File: config.mk
export PLATFORM = sky130hd
export DESIGN_NAME = pipe_stage_reg
export DESIGN_NICKNAME = d
export VERILOG_FILES = /design/src/rtl/pipe_stage_reg.sv
export SDC_FILE = /design/constraint.sdc
export NUM_CORES = 1
export LEC_CHECK = 0
export CAP_MARGIN = 20
export CELL_PAD_IN_SITES_DETAIL_PLACEMENT = 1
export CELL_PAD_IN_SITES_GLOBAL_PLACEMENT = 1
export CORE_AREA = 2 2 68 103
export DETAILED_ROUTE_END_ITERATION = 16
export DIE_AREA = 0 0 70 105
export PLACE_DENSITY_LB_ADDON = 0.1
export SETUP_SLACK_MARGIN = 0.02
export SLEW_MARGIN = 30
export SYNTH_ARGS = -nofsm -noshare
export SYNTH_HDL_FRONTEND = slang
export SYNTH_SLANG_ARGS = --single-unit
File: constraint.sdc
create_clock -name clk -period 2.8 [get_ports clk]
set_input_delay 0.56 -clock clk [delete_from_list [all_inputs] [get_ports clk]]
set_output_delay 0.56 -clock clk [all_outputs]
set_load 0.1 [all_outputs]
File: src/rtl/pipe_stage_reg.sv
// ---------------------------------------------------------------------------
// pipe_stage_reg
//   Generic valid/ready pipeline stage register. Carries an opaque DW-bit
//   payload between two pipeline stages with back-pressure, synchronous
//   flush and a saturating stall-cycle counter for performance analysis.
//
//   Optional feature macro: PIPE_SKID_EN
//     defined   : 2-entry buffer (output register + skid register). in_ready
//                 is a flop, so the ready path is cut between stages.
//     undefined : single entry; in_ready = !out_valid || out_ready.
//
// Parameters
//   DW       payload width in bits
//   RST_VAL  payload shown on reset, after flush and whenever empty
//   CW       stall counter width
//
// Ports
//   clk          clock, all state on the rising edge
//   rst_n        asynchronous active-low reset
//   in_valid     upstream offers in_data
//   in_ready     stage can accept (transfer on in_valid && in_ready)
//   in_data      upstream payload
//   out_valid    stage holds a payload for downstream
//   out_ready    downstream accepts (transfer on out_valid && out_ready)
//   out_data     registered payload (RST_VAL while empty)
//   flush_i      synchronous kill of all held entries
//   clr_cnt_i    synchronous clear of the stall counter (wins over increment)
//   stall_cnt_o  saturating count of cycles with out_valid && !out_ready
// ---------------------------------------------------------------------------
module pipe_stage_reg #(
  parameter int              DW      = 32,
  parameter logic [DW-1:0]   RST_VAL = {DW{1'b0}},
  parameter int              CW      = 16
) (
  input  logic          clk,
  input  logic          rst_n,
  input  logic          in_valid,
  output logic          in_ready,
  input  logic [DW-1:0] in_data,
  output logic          out_valid,
  input  logic          out_ready,
  output logic [DW-1:0] out_data,
  input  logic          flush_i,
  input  logic          clr_cnt_i,
  output logic [CW-1:0] stall_cnt_o
);

  typedef enum logic [1:0] {
    EMPTY = 2'd0,
    ONE   = 2'd1,
    TWO   = 2'd2
  } state_t;

  state_t        state_p0, state_nx;
  logic          vld_p0;
  logic [DW-1:0] data_p0, data_nx;
  logic [CW-1:0] cnt_p0;
  logic          in_xfer, out_xfer;

  // Saturating increment: holds at all-ones instead of wrapping.
  function automatic logic [CW-1:0] sat_inc(input logic [CW-1:0] v);
    if (&v) return v;
    else    return v + CW'(1);
  endfunction

  assign out_valid   = vld_p0;
  assign out_data    = data_p0;
  assign stall_cnt_o = cnt_p0;

  assign in_xfer  = in_valid && in_ready;
  assign out_xfer = vld_p0 && out_ready;

`ifdef PIPE_SKID_EN
  logic          rdy_p0;
  logic [DW-1:0] skid_p0, skid_nx;

  // Registered ready: only depends on whether both entries are occupied.
  assign in_ready = rdy_p0;
`else
  assign in_ready = !vld_p0 || out_ready;
`endif

  always_comb begin
    state_nx = state_p0;
    data_nx  = data_p0;
`ifdef PIPE_SKID_EN
    skid_nx  = skid_p0;
`endif
    if (flush_i) begin
      // Any input accepted this cycle is dropped; the skid entry is
      // invalidated simply by leaving TWO.
      state_nx = EMPTY;
      data_nx  = RST_VAL;
    end else begin
      case (state_p0)
        EMPTY: begin
          if (in_xfer) begin
            state_nx = ONE;
            data_nx  = in_data;
          end
        end
        ONE: begin
          if (in_xfer && out_xfer) begin
            data_nx = in_data;
          end else if (out_xfer) begin
            state_nx = EMPTY;
            data_nx  = RST_VAL;
          end
`ifdef PIPE_SKID_EN
          else if (in_xfer) begin
            // Downstream stalled: park the new payload behind the output.
            state_nx = TWO;
            skid_nx  = in_data;
          end
`endif
        end
`ifdef PIPE_SKID_EN
        TWO: begin
          if (out_xfer) begin
            state_nx = ONE;
            data_nx  = skid_p0;
          end
        end
`endif
        default: begin
          state_nx = EMPTY;
          data_nx  = RST_VAL;
        end
      endcase
    end
  end

  // ---- stage p0: output register and occupancy ----
  always_ff @(posedge clk or negedge rst_n) begin
    if (!rst_n) begin
      state_p0 <= EMPTY;
      vld_p0   <= 1'b0;
      data_p0  <= RST_VAL;
    end else begin
      state_p0 <= state_nx;
      vld_p0   <= (state_nx != EMPTY);
      data_p0  <= data_nx;
    end
  end

`ifdef PIPE_SKID_EN
  always_ff @(posedge clk or negedge rst_n) begin
    if (!rst_n) rdy_p0 <= 1'b1;
    else        rdy_p0 <= (state_nx != TWO);
  end

  // Skid payload is only meaningful in TWO, so it needs no reset.
  always_ff @(posedge clk) begin
    skid_p0 <= skid_nx;
  end
`endif

  always_ff @(posedge clk or negedge rst_n) begin
    if (!rst_n)                     cnt_p0 <= '0;
    else if (clr_cnt_i)             cnt_p0 <= '0;
    else if (vld_p0 && !out_ready)  cnt_p0 <= sat_inc(cnt_p0);
  end

endmodule

==> Yosys cells after proc, flatten, opt, wreduce, memory -nomap -nowiden <==
Cells that the tools add are included.
{ "op_classes": {"reduce_logical": 13, "eq_ne": 4, "addsub": 1, "muxes": 13} }
{ "op_table": {"columns": ["operator", "n"], "rows": [
  ["two-way mux 32 bit", 4],
  ["case mux 32 bit (2 select lines)", 1],
  ["two-way mux 16 bit", 3],
  ["adder 16 x 1 -> 16 bit, second input constant", 1],
  ["AND reduction 16 bit", 1],
  ["two-way mux 2 bit", 4],
  ["logical AND 1 bit", 4],
  ["inequality test 4 bit, second input constant", 1],
  ["case mux 2 bit (2 select lines)", 1],
  ["AND reduction 2 bit", 2],
  ["nonzero test 2 bit", 2],
  ["inequality test 3 bit, second input constant", 1],
  ["equality test 2 x 1 -> 1 bit, second input constant", 1],
  ["zero test 1 bit", 2],
  ["zero test 2 bit", 1],
  ["inequality test 2 bit, second input constant", 1],
  ["logical OR 1 bit", 1]
]} }
{ "word_totals": {"wordCells": 35, "output_inout_bits": 50, "inputBits": 38, "regBits": 51} }

==> Depth between registers and ports, before layout <==
{ "depth": {"word_depth": 8, "depth_mapped": 6, "ltp_nobuf": 5} }

==> Least setup slack after synthesis <==
OpenSTA, ideal clock, no wires.
{ "synth_path": {"kind": "register to register", "startpoint": "reg vld_p0, in the netlist out_valid", "endpoint": "reg cnt_p0[15], in the netlist stall_cnt_o[15]", "arrival_time_ns": 2.466, "setup_ns": 0.128, "n_path_buf": 1, "period_less_slack_ns": 2.593, "setup_slack_ns": 0.207, "required_time_ns": 2.672, "path_stages_with_launch": 7, "cell_sequence": "dfrtp_1 -> nor2b_2 -> buf_6 -> inv_4 -> or4_1 -> nor3_2 -> mux2_1"} }
{ "synth_between": {"elab_chain_len": 3} }
{ "synth_rtl": {"columns": ["element", "line", "rtl"], "rows": [
  ["start: declaration", "55", "logic vld_p0;"],
  ["start signal: assignment", "141", "vld_p0 <= (state_nx != EMPTY);"],
  ["logical AND 1 bit", "161", "else if (vld_p0 && !out_ready) cnt_p0 <= sat_inc(cnt_p0);"],
  ["nonzero test 2 bit (no line)", null, null],
  ["AND reduction 2 bit (no line)", null, null],
  ["end signal: assignment", "161", null],
  ["end: declaration", "57", "logic [CW-1:0] cnt_p0;"]
]} }
Every way passes these cells.
A chain may end at the register's enable or synchronous reset.

==> Final worst setup path <==
{ "layout_path": {"startpoint": "in out_ready", "endpoint": "reg cnt_p0[15], in the netlist stall_cnt_o[15]"} }
{ "layout_between": {"elab_chain_len": 4} }
{ "layout_rtl": {"columns": ["element", "line", "rtl"], "rows": [
  ["start: declaration", "41", "input logic out_ready,"],
  ["zero test 1 bit", "161", null],
  ["logical AND 1 bit", "161", null],
  ["nonzero test 2 bit (no line)", null, null],
  ["AND reduction 2 bit (no line)", null, null]
]} }
Every way passes these cells.

==> run metrics <==
crit-path max cell delay between 0.5 and 0.6 ns; Max H-tree Level 2; WS Path Type in -> reg; skew final 0.00837 ns; post-route ant nets 0; RSZ-0062 raised after global routing false; Clock Latency Late Sink approximately 0.30 ns; Max-slew headroom between 50 and 60%; synth unique cells 39; synth cell count leaders dfrtp_1, a22o_1, a21oi_1; pin count of the biggest net entering global routing 33; initial antenna violation count 0; Lkg Pwr ~1.5 nW; YS warnings 0; post-cts resize count 0; CTS tree done; most common cell in the netlist dfrtp_1; Port Buffer Count between 80 and 90; Slew @ Worst Pin 0.646 ns; DIE AREA 0.00735 sq mm; # DRC 0; core area 0.00640 sq mm; Sum Neg Setup Slack 0 ns; total congestion overflow 0; Starting DRT DRC Count 53; share of layout cells above drive strength 1 27.1%; Placed Cells roughly 350; Critical Path Sink Type flop; crit path max fanout 9; worst path cell trace clkdlybuf4s50_1 > nor2b_2 > inv_4 > or4_1 > nor3_2 > mux2_1; slowest CP cell or4_1; Final Util about half; Layout area overhead 45.6%; row cnt 36; Post-Route WL approximately 5700 microns; vias in the first global route around 1900; synth top area cells dfrtp_1, a22o_1, a21oi_1; Initial Util between 30% and 40%; DR pass1 iterations 4; # IOs 88; sum of buffers and inverters on the critical path 2; Root Buffer clkbuf_8; post-synth top area cell dfrtp_1; # hold bufs at CTS 0; crit path DAT about 2.3 ns; GP Congestion roughly 0.68; Total GRT Usage between 10% and 20%; pwr dens between 500 and 600 mW/mm^2; final setup fails 0; cells after synthesis roughly 190; vias ~1800; EDFF count, synth 0; syn_nets ~220; global-route wire length before repair about 9500 microns; CTS buffer count 5; layout net count around 320; Final Critical Period 2.08 ns; number of clock sinks approximately 50; DP Wirelength between 4000 and 5000 microns; VDD IR-drop max 0.000311 V; post-route insts no fill 353; syn_area_per_cell between 10 and 15 sq um; Synth Cell Area 0.00220 sq mm; Top delay family on crit path simple AND/OR/NAND/NOR gates; Synth async-reset ratio 100%; maximum clock rate between 400 and 500 MHz; detailed-route wire length per cell around 16 microns; Seq/Total Area, Yosys 58.0%; status finished, final reports clean; Yosys reg bits 51; Synth top area share between 50% and 60%; Die Span X roughly 70 microns; Clock Pin Slew Worst Setup and Hold Paths 0.10 ns; Post-CTS Setup Bufs 0; max_cap viols 0; Fill cells just over 700; Top FF cell, synth dfrtp_1; Setup crit start kind input port; CP Data Required Time approximately 3.0 ns; ant diodes 0; Longest Clk Path Bufs 2; via/cell ratio roughly 5.2; Pins Over Slew Limit 0; final worst path period share around 74%; die height roughly 110 microns; Hold Vio Cnt, Final 0; worst hold path class in -> async
-- metal layers --
layer  share of wire, %  GRT usage (%)
met3                4.3           3.09
met2                 54           28.4
met5                  0              0
met1                 41           19.7
met4               0.90           4.53
-- per-stage QoR --
step	cell area (sq um)	hold slack [ns]	setup WS, ns	power, W
floorplan	2200	0.264	0.207	0.000940
global placement	3070	0.490	0.408	0.00106
detailed placement	3070	0.492	0.386	0.00106
CTS	3210	0.292	0.717	0.00167
global route	3210	0.307	0.588	0.00171
finish	3210	0.270	0.717	0.00164
-- placed cells by master, fill, tap and decap left out, types with 5 or more instances in the layout --
| cell | n |
|---|---|
| dfrtp_1 | 51 |
| or4_1 | 6 |
| o21ai_1 | 5 |
| clkdlybuf4s50_1 | 36 |
| a22o_1 | 32 |
| buf_4 | 55 |
| nand2_1 | 8 |
| clkbuf_8 | 5 |
| nor2_1 | 9 |
| or3_1 | 5 |
| o31ai_1 | 5 |
| a21oi_1 | 11 |
-- cells by family after synthesis --
logic type,count (synthesis),share of synthesized area (%)
AO/OA/AOI/OAI,59,20.1
adder cells (fa/ha/maj),1,0.568
buffers and inverters,13,2.90
flip-flops,51,58.0
multiplexers,5,2.50
other,1,0.170
AND/OR/NAND/NOR,55,15.8
-- state kept, by name, summed over array words and instances, names as in the netlist --
signal and count:
state_p0 2, out_valid 1, stall_cnt_o 16, out_data 32
-- power breakdown --
part           total, W  switching (W)  internal, W  leakage, nW
combinational  0.000275       0.000186    0.0000887        0.752
sequential     0.000765      0.0000115     0.000754        0.701
clock          0.000603       0.000247     0.000356       0.0644
-- worst register-to-register path: cells and delay by family (launching register included) --
| family | cells | cell delay (ns) |
|---|---|---|
| AO/OA/AOI/OAI | 2 | 0.24 |
| adder cells (fa/ha/maj) | 1 | 0.24 |
| buffers and inverters | 1 | 0.26 |
| flip-flops | 1 | 0.46 |
| AND/OR/NAND/NOR | 2 | 0.75 |
-- worst paths after layout --
path,endpoint,cells past startpoint,start,slack (ns)
worst max-delay path,stall_cnt_o[15],6,out_ready,0.72
worst max register to register,stall_cnt_o[0],6,stall_cnt_o[0],0.78
max in group asynchronous,stall_cnt_o[1],2,rst_n,1.96
worst min-delay path,out_data[12],1,rst_n,0.27
worst min register to register,out_data[8],1,out_data[8],0.51
min in group clk,out_data[8],1,out_data[8],0.51
-- final cells by class --
| class | count | area [sq um] | area share, % |
|---|---|---|---|
| flip-flops and latches | 51 | 1280 | 39.8 |
| multi-input cells | 121 | 867 | 27.0 |
| repair buffers | 94 | 818 | 25.5 |
| well taps | 76 | 95.1 | 2.97 |
| clock buffers | 5 | 68.8 | 2.15 |
| clock inverters | 3 | 67.6 | 2.11 |
| inverters | 3 | 13.8 | 0.429 |
Note: power is estimated with default switching activity, not from simulation.
==> patch: new RTL, config.mk and constraints unchanged <==
Re-encode `state_t` (3 states) as one-hot, 3 bits wide.
--- a/src/rtl/pipe_stage_reg.sv
+++ b/src/rtl/pipe_stage_reg.sv
@@ -46,8 +46,8 @@
 );
 
-  typedef enum logic [1:0] {
-    EMPTY = 2'd0,
-    ONE   = 2'd1,
-    TWO   = 2'd2
+  typedef enum logic [2:0] {
+    EMPTY = 3'b001,
+    ONE   = 3'b010,
+    TWO   = 3'b100
   } state_t;
 
Check against the original RTL: no difference found for any inputs over 10 cycles, from zero or initial values and one cycle with rst_n low; not proved beyond that.
==> patch against the original RTL <==
  * Cell area down 0.59%
  * Sequential cell count increased by 1
  * Setup slack worse by 0.19 ns
  * Total power shrank 9.6%
  * Synthesized cell count increased by 2.7%
  * Area after synthesis is 1.3% higher
  * Fmax down 8.6%
  * Via count up 6.0%
  * Routed wire length rose by 11%
  * Critical path type is now in -> out
  * Highest routed layer unchanged
==> patch: results (changes against the original RTL) <==
detailed_routing:
  route.met3.wl_um: 296  # +20%
  via_count_of_the_routed_design: 1953  # +6.0%
  wl_met1_mm: 2.53  # +9.2%
  avgRoutedWirePerCell_um: 17.6  # +9.3%
  drt_iter0_drc: 77  # +45%
  postRouteWirelength_mm: 6.31  # +11%
power_and_ir_drop:
  power_frac_seq_pct: 52.5  # +5.9 points
  internal_power_mw: 1.05  # -12%
  power.ir.vdd_worst_v: 0.000303  # -2.5%
  leakagePower_nw: 1.50  # -1.1%
  power_sequential_uw: 781  # +2%
cells_and_area:
  final-nonclk-buf-share_pct: 25.5  # about the same
  multi_input_logic_cell_count: 124  # +2.5%
  final.signal_inverter_count: 3  # unchanged
  seqAreaFraction_pct: 40.9  # +1.1 points
  postLayoutCellArea_mm2: 0.00319  # -0.59%
  clk_share_pct: 2.90  # -1.3 points
  signal_buffers: 95  # +1.1%
  layout.filler_cells: 711  # -0.42%
  num-nets-final: 320  # +1.6%
placement:
  placedInstanceArea_mm2: 0.00310  # +0.82%
  dpl.hpwl_mm: 4.71  # +11%
  pre_cts_slack_ns: 0.233  # -0.153 ns
  place_congestion: 0.768  # +13%
  placed_cells_incl_taps: 350  # +1.4%
logic_synthesis:
  synth_compound_area_share_pct: 22.2  # +2.0 points
  seq_area_frac_synth_pct: 58.4  # +0.43 points
  post_synth_fa_ha_maj_area_fraction_pct: 0.561  # -0.0073 points
  avgSynthCellArea_um2: 11.7  # -1.4%
  synth_commonest_cells: "dfrtp_1, a22o_1, a21oi_1"
worst_setup_path:
  slowest_stage: "clkdlybuf4s50_1"
  worstPathMaxFanout: 11  # +2
  timing.critical_path.slowest_cell_delay_ns: 0.51  # -0.03 ns
  worst_path_dominant_cell_family: "buffers and inverters"
  setup.reg_to_reg.worst_slack_ns: 0.76  # -0.02 ns
  critPathArrivalTime_ns: 1.72  # -0.55 ns
grt:
  first_global_vias: 2102  # +11%
  grt_pass1_wl_mm: 10.6  # +12%
  grt_use_met2_pct: 32.2  # +3.7 points
  grt.met3_usage_pct: 3.95  # +0.87 points
  grt_util_met1_pct: 21.8  # +2.1 points
outcome:
  outcome: "finished, final reports clean"
cts:
  clock-sinks: 52  # +2.0%
  postCtsSetupRepairBufs: 0  # unchanged
timing:
  transition_at_the_pin_with_the_smallest_max_transition_slack_ns: 0.611  # -0.0344 ns
  finalCriticalPeriod_ns: 2.28  # +0.195 ns
  hold-worst-slack_ns: 0.0479  # -0.222 ns
## patch: cell count changes in the layout (fill, tap and decap cells not counted), sizes merged, moves of 3 or more
cell	before	now
or4	6	9
nor2	9	4
nand2	8	5
mux2	4	1
a21oi	11	14
## patch: worst paths after layout
kind                                            start                     endpoint  depth (start not counted)
max                                         out_ready                     in_ready                          5
min                                             rst_n  stall_cnt_o[13]$_DFFE_PN0P_                          1
max reg2reg                stall_cnt_o[5]$_DFFE_PN0P_  stall_cnt_o[15]$_DFFE_PN0P_                          4
min reg2reg                  out_data[16]$_DFFE_PN0P_     out_data[16]$_DFFE_PN0P_                          1
max in group asynchronous                       rst_n        state_p0[0]$_DFF_PN1_                          2
min in group clk             out_data[16]$_DFFE_PN0P_     out_data[16]$_DFFE_PN0P_                          1
## patch: logic make-up (layout without fill, tap and decap cells)
logic type                 after synthesis  count (layout)
and+or+nand+nor                         53              53
buffers and inverters                   14             106
DFF                                     52              52
adders and majority gates                1               1
other                                    1               1
AOI/OAI and AO/OA                       66              66
muxes                                    3               3
